File: src/rtl/div_clk_pkg.sv
// Shared constants and helpers for the programmable clock divider.
// Used by div_clk_ratio_cnt and div_clk_prog.
package div_clk_pkg;

  localparam int DIV_MIN   = 2;
  localparam int CNT_W_DEF = 8;

  // High-phase length in clk cycles: ceil(n/2), computed without wrap
  function automatic logic [31:0] half_ceil(input logic [31:0] n);
    return (n + 32'd1) >> 1;
  endfunction

endpackage

File: src/rtl/div_clk_ratio_cnt.sv
// Period counter: produces the posedge phase flop q_p and div_tick.
// A boundary is the last cycle of a period (cnt == cur_div-1).
module div_clk_ratio_cnt
  import div_clk_pkg::*;
#(
  parameter int CNT_W       = CNT_W_DEF,
  parameter int DIV_DEFAULT = 3
) (
  input  logic             clk,
  input  logic             rst_n,
  input  logic [CNT_W-1:0] cur_div,
  output logic             boundary,
  output logic             q_p,
  output logic             div_tick
);

  localparam logic [CNT_W-1:0] ONE  = CNT_W'(1);
  localparam logic [CNT_W-1:0] RCNT = CNT_W'(DIV_DEFAULT - 1);

  logic [CNT_W-1:0] cnt_q, cnt_d;
  logic             q_p_q, q_p_d;
  logic             tick_q, tick_d;

  assign boundary = (cnt_q == cur_div - ONE);
  assign q_p      = q_p_q;
  assign div_tick = tick_q;

  // Next count, phase and period-start pulse
  always_comb begin
    cnt_d  = boundary ? '0 : cnt_q + ONE;
    q_p_d  = 32'(cnt_d) < half_ceil(32'(cur_div));
    tick_d = (cnt_d == '0);
  end

  // Counter state; reset parks on the boundary so release starts a period
  always_ff @(posedge clk) begin
    if (!rst_n) begin
      cnt_q  <= RCNT;
      q_p_q  <= 1'b0;
      tick_q <= 1'b0;
    end else begin
      cnt_q  <= cnt_d;
      q_p_q  <= q_p_d;
      tick_q <= tick_d;
    end
  end

endmodule

File: src/rtl/div_clk_prog.sv
// Runtime-programmable clock divider, f(clk)/N with valid/ready config.
// Define DIV_CLK_PROG_ODD_DUTY50_EN for 50% duty on odd N (negedge stage).
module div_clk_prog
  import div_clk_pkg::*;
#(
  parameter int CNT_W       = CNT_W_DEF,
  parameter int DIV_DEFAULT = 3
) (
  input  logic             clk,
  input  logic             rst_n,
  input  logic             cfg_valid,
  input  logic [CNT_W-1:0] cfg_div,
  output logic             cfg_ready,
  output logic             cfg_err,
  output logic [CNT_W-1:0] cur_div,
  output logic             div_tick,
  output logic             div_clk
);

  localparam logic [CNT_W-1:0] RDIV = CNT_W'(DIV_DEFAULT);

  logic [CNT_W-1:0] cur_div_q, cur_div_d;
  logic [CNT_W-1:0] pend_div_q, pend_div_d;
  logic             pending_q, pending_d;
  logic             cfg_err_q, cfg_err_d;
  logic             boundary;
  logic             q_p;

  div_clk_ratio_cnt #(
    .CNT_W      (CNT_W),
    .DIV_DEFAULT(DIV_DEFAULT)
  ) u_cnt (
    .clk     (clk),
    .rst_n   (rst_n),
    .cur_div (cur_div_q),
    .boundary(boundary),
    .q_p     (q_p),
    .div_tick(div_tick)
  );

  assign cfg_ready = ~pending_q;
  assign cfg_err   = cfg_err_q;
  assign cur_div   = cur_div_q;

  // Apply a pending divisor at a boundary, then take a new offer
  always_comb begin
    cur_div_d  = cur_div_q;
    pend_div_d = pend_div_q;
    pending_d  = pending_q;
    cfg_err_d  = 1'b0;
    if (boundary && pending_q) begin
      cur_div_d = pend_div_q;
      pending_d = 1'b0;
    end
    if (cfg_valid && !pending_q) begin
      if (32'(cfg_div) < DIV_MIN) begin
        cfg_err_d = 1'b1;
      end else begin
        pend_div_d = cfg_div;
        pending_d  = 1'b1;
      end
    end
  end

  // Config and divisor state
  always_ff @(posedge clk) begin
    if (!rst_n) begin
      cur_div_q  <= RDIV;
      pend_div_q <= RDIV;
      pending_q  <= 1'b0;
      cfg_err_q  <= 1'b0;
    end else begin
      cur_div_q  <= cur_div_d;
      pend_div_q <= pend_div_d;
      pending_q  <= pending_d;
      cfg_err_q  <= cfg_err_d;
    end
  end

`ifdef DIV_CLK_PROG_ODD_DUTY50_EN
  logic q_n_q, q_n_d;

  // Half-cycle delayed copy of the phase flop
  always_comb begin
    q_n_d = q_p;
  end

  // Negedge stage trims half a cycle off the odd high phase
  always_ff @(negedge clk) begin
    if (!rst_n) begin
      q_n_q <= 1'b0;
    end else begin
      q_n_q <= q_n_d;
    end
  end

  assign div_clk = cur_div_q[0] ? (q_p & q_n_q) : q_p;
`else
  assign div_clk = q_p;
`endif

endmodule

File: config.mk
export PLATFORM = sky130hd
export DESIGN_NAME = div_clk_prog
export DESIGN_NICKNAME = d
export VERILOG_FILES = /design/src/rtl/div_clk_pkg.sv /design/src/rtl/div_clk_ratio_cnt.sv /design/src/rtl/div_clk_prog.sv
export SDC_FILE = /design/constraint.sdc
export NUM_CORES = 1
export LEC_CHECK = 0
export CAP_MARGIN = 20
export CORE_MARGIN = 8
export CORE_UTILIZATION = 59
export DETAILED_ROUTE_END_ITERATION = 8
export PLACE_DENSITY = 0.92
export SLEW_MARGIN = 20
export SYNTH_ARGS = -nofsm -noshare
export SYNTH_HDL_FRONTEND = slang
export SYNTH_SLANG_ARGS = --single-unit
File: constraint.sdc
create_clock -name clk -period 9.4 [get_ports clk]
set_clock_uncertainty 0.05 [all_clocks]
set_input_delay 1.88 -clock clk [delete_from_list [all_inputs] [get_ports clk]]
set_output_delay 1.88 -clock clk [all_outputs]
set_load 0.02 [all_outputs]
==> summary.log <==
INFO  grt            grt_start_max_net_pins=21
INFO  timing         timing.final.hold_violations=0
INFO  finish         synthesis_to_finish_area_growth=14.09%
INFO  clock_network  clock_sink_count=28
INFO  floorplanning  core_region_area=2758squm
INFO  clock_network  cts-root-buf=sky130_fd_sc_hd__clkbuf_4
INFO  timing         final.min_clock_period=4042ps
INFO  grt            antenna_found_initial=0
INFO  power_and_ir_drop power.static_leakage=0.8369nW
INFO  worst_setup_path critical-path-slowest-cell=sky130_fd_sc_hd__a2111oi_0
INFO  finish         layout.core_utilization=71.28%
INFO  routing        final_routed_drc_violation_total=0
INFO  timing         worst_pin_slew=879.5ps
INFO  worst_setup_path worst_setup_path_end_kind=flip-flop
INFO  logic_synthesis syn_inst=204
INFO  floorplanning  die-area=4906squm
INFO  timing         max_freq=247.4MHz
INFO  min_path       holdCritPathClass=reg -> reg
INFO  routing        drtIter0Drc=77
INFO  grt            grt.met2_usage=27.21%
INFO  clock_network  postCtsSetupRepairBufs=0
INFO  timing         final-setup-viol-count=0
INFO  min_path       min-delay-start=pend_div_q[2]$_SDFFE_PN0P_
INFO  finish         diodes=0
INFO  clock_network  cts_tree=done
INFO  finish         design.final.nets=237
INFO  power_and_ir_drop vdd_drop_max=0.1973mV
INFO  logic_synthesis synthesis.area=1723squm
INFO  power_and_ir_drop power_per_cell_area=235.6nW/um^2
INFO  place          io_buffers=22
INFO  finish         ratio_of_cells_with_drive_above_1_in_the_final_layout=3.721%
INFO  routing        detail-route-antenna-nets=0
INFO  grt            globalRouteTotalUtil=16.47%
INFO  worst_setup_path startpoint_type=flip-flop
INFO  timing         layout_worst_path_cycle_share=43.00%
INFO  worst_setup_path worstPathArrival=4290ps
INFO  logic_synthesis yosys_warnings=0
INFO  floorplanning  chipHeight=70.04um
INFO  clock_network  htreeDepth=1
INFO  grt            use_met1=20.10%
INFO  timing         slew_headroom=41.24%
INFO  clock_network  cts-root-to-sink-buffers=2
INFO  place          dp.final_hpwl=2.918mm
INFO  routing        routed_wl=4.020mm
INFO  logic_synthesis netlist-cell-type-count=43
INFO  routing        dr_total_vias=1,499
INFO  clock_network  clock_latency=340ps
INFO  grt            wire_length_of_the_first_global_routing_pass=6.955mm
INFO  grt            top_usage_layer=met2
INFO  clock_network  cts-buffers-inserted=3
INFO  timing         timing.setup.tns=0ps
INFO  clock_network  hold_buffers=0
INFO  timing         grt_setup_unrepaired=no
INFO  routing        wire_per_inst=16.34um
INFO  logic_synthesis synth_edf_count=0
INFO  worst_setup_path critPathBufInv=1
INFO  worst_setup_path r2r_start=cur_div[0]$_SDFFE_PN1P_
INFO  grt            grt_pass1_vias=1,444
INFO  clock_network  ctsResizeCount=0
INFO  grt            fraction_of_met3_tracks_used_by_global_routing=3.531%
INFO  worst_setup_path critical_path.cell_chain=inv_1 -> ha_1 -> or3b_2 -> nor3_1 -> xnor2_1 -> o2111a_1 -> nor2_1 -> ha_1 -> a21o_1 -> a211oi_1 -> nor2_1 -> a2111oi_0 -> nand4b_1 -> nand2_1
INFO  logic_synthesis synth-seq-area-share=32.53%
INFO  logic_synthesis synth_seq_cells=28
INFO  logic_synthesis postSynth.topFlopCell=sky130_fd_sc_hd__dfxtp_1
INFO  logic_synthesis synthArstFlopShare=0%
INFO  worst_setup_path timing.critical_path.required=9650ps
INFO  grt            gr-total-overflow=0
INFO  worst_setup_path worstPathMaxFanout=15
INFO  routing        drtPass1Iterations=5
INFO  worst_setup_path cpLargestDelayFamily=compound AO/OA/AOI/OAI gates
INFO  logic_synthesis syn_avg_cell_area=8.446squm
INFO  status         status=completed
INFO  timing         finalMaxSlewViolations=0
INFO  worst_setup_path crit_start=cur_div[0]$_SDFFE_PN1P_
INFO  floorplanning  rows=19
INFO  worst_setup_path timing.setup.critical_path_class=reg -> reg
INFO  place          routabilityCongestion=0.8306
INFO  worst_setup_path delay_contributed_by_the_slowest_stage_of_the_critical_path=580ps
INFO  floorplanning  initial_core_util=62.48%
INFO  finish         final.fill_count=204
INFO  clock_network  clkSlewWorstSetupHoldPaths=160ps
INFO  routing        route.detailed.vias_per_inst=6.093
INFO  floorplanning  num_io_pins=23
INFO  floorplanning  die_w=70.04um
INFO  logic_synthesis syn-num-nets=225
INFO  run            cap_viol_max_count=0
final timing paths:
kind | slack (ps) | to | cells past startpoint
worst max-delay path | 5360 | u_cnt.q_p$_SDFF_PN0_ | 14
worst min-delay path | 440 | cur_div[2]$_SDFFE_PN0P_ | 2
worst max register to register | 5360 | u_cnt.q_p$_SDFF_PN0_ | 14
worst min register to register | 440 | cur_div[2]$_SDFFE_PN0P_ | 2
final cells by class:
cell class | count | area [sq um] | area share (%)
multi-input cells | 156 | 1075 | 54.68
inverters | 5 | 18.77 | 0.9548
clock inverters | 1 | 30.03 | 1.528
well taps | 31 | 38.79 | 1.973
repair buffers | 22 | 220.2 | 11.20
flip-flops and latches | 28 | 560.5 | 28.52
clock buffers | 3 | 22.52 | 1.146
kinds of logic (layout without fill, tap and decap cells):
kind of cell	count (synthesis)	in the layout	synth area share, %
xor+xnor	23	23	11.69
simple gates	86	86	24.62
compound gates	24	24	11.26
fa+ha+maj	10	10	7.262
buf+inv	20	31	5.083
mux	13	13	7.552
flops	28	28	32.53
placed cells by master (no fill, tap or decap), drive strengths merged:
master / synthesis / routed
o2111a: 2 / 2
o21a: 1 / 1
nor3: 6 / 6
nand3: 10 / 10
a21o: 1 / 1
a311o: 3 / 3
clkbuf: 11 / 3
nand2: 22 / 22
a2111oi: 1 / 1
clkdlybuf4s50: 0 / 22
nand2b: 3 / 3
nand4b: 2 / 2
a21boi: 1 / 1
nor4: 2 / 2
a211oi: 2 / 2
or4: 2 / 2
inv: 4 / 4
dfxtp: 28 / 28
a31oi: 1 / 1
ha: 10 / 10
o22ai: 1 / 1
or3b: 1 / 1
o21ai: 1 / 1
or3: 1 / 1
nor2: 24 / 24
o2bb2ai: 1 / 1
mux2i: 13 / 13
o31ai: 1 / 1
xnor2: 11 / 11
o21bai: 2 / 2
o41ai: 1 / 1
bufinv: 0 / 1
a21oi: 2 / 2
xor2: 12 / 12
clkinv: 1 / 1
nor2b: 3 / 3
o211ai: 3 / 3
and3: 9 / 9
or4b: 1 / 1
metrics by stage:
stage	instances	setup WS, ps	cell area [sq um]	hold slack [ps]	power [mW]
global route	246	5123	1966	460.8	0.4906
finish	246	5358	1966	439.0	0.4631
floorplan	204	5750	1723	384.1	0.3283
global placement	242	5379	1913	398.2	0.3728
CTS	246	5410	1966	433.2	0.4597
detailed placement	242	5201	1913	410.7	0.3812
synthesized netlist by cell type (3+ instances only):
cell type	instances	share of area, %
sky130_fd_sc_hd__ha_1	10	7.3
sky130_fd_sc_hd__a311o_1	3	1.7
sky130_fd_sc_hd__mux2i_1	13	7.6
sky130_fd_sc_hd__inv_1	4	0.87
sky130_fd_sc_hd__o211ai_1	3	1.3
sky130_fd_sc_hd__and3_1	9	3.3
sky130_fd_sc_hd__nor3_1	6	1.7
sky130_fd_sc_hd__nand3_1	10	2.9
sky130_fd_sc_hd__clkbuf_1	11	2.4
sky130_fd_sc_hd__nand2_1	22	4.8
sky130_fd_sc_hd__xor2_1	12	6.1
sky130_fd_sc_hd__dfxtp_1	28	33
sky130_fd_sc_hd__nor2b_1	3	1.1
sky130_fd_sc_hd__nor2_1	24	5.2
sky130_fd_sc_hd__nand2b_1	3	1.1
sky130_fd_sc_hd__xnor2_1	11	5.6
layer usage:
layer | part of all wire [%] | routed length, um
met1 | 44 | 1761
met2 | 50 | 2000
met3 | 5.6 | 224
met4 | 0.82 | 33
met5 | 0 | 0
report_power, final:
| group | total [mW] | internal [mW] | switching, mW | leakage (nW) |
|---|---|---|---|---|
| Sequential | 0.172 | 0.139 | 0.0328 | 0.229 |
| Combinational | 0.210 | 0.0949 | 0.116 | 0.580 |
| Clock | 0.0805 | 0.0432 | 0.0373 | 0.0279 |
state kept, by name (all words and copies together), names as in the netlist:
signal,flops
u_cnt.q_p,1
cfg_err,1
u_cnt.div_tick,1
u_cnt.cnt_q,8
cur_div,8
pending_q,1
pend_div_q,8
worst min-delay path: cells and delay by family (launching register included):
kind	cells	cell delay (ps)
flops	1	340
mux	1	60
simple gates	1	60
No activity file was read; power rests on OpenSTA's default activity.
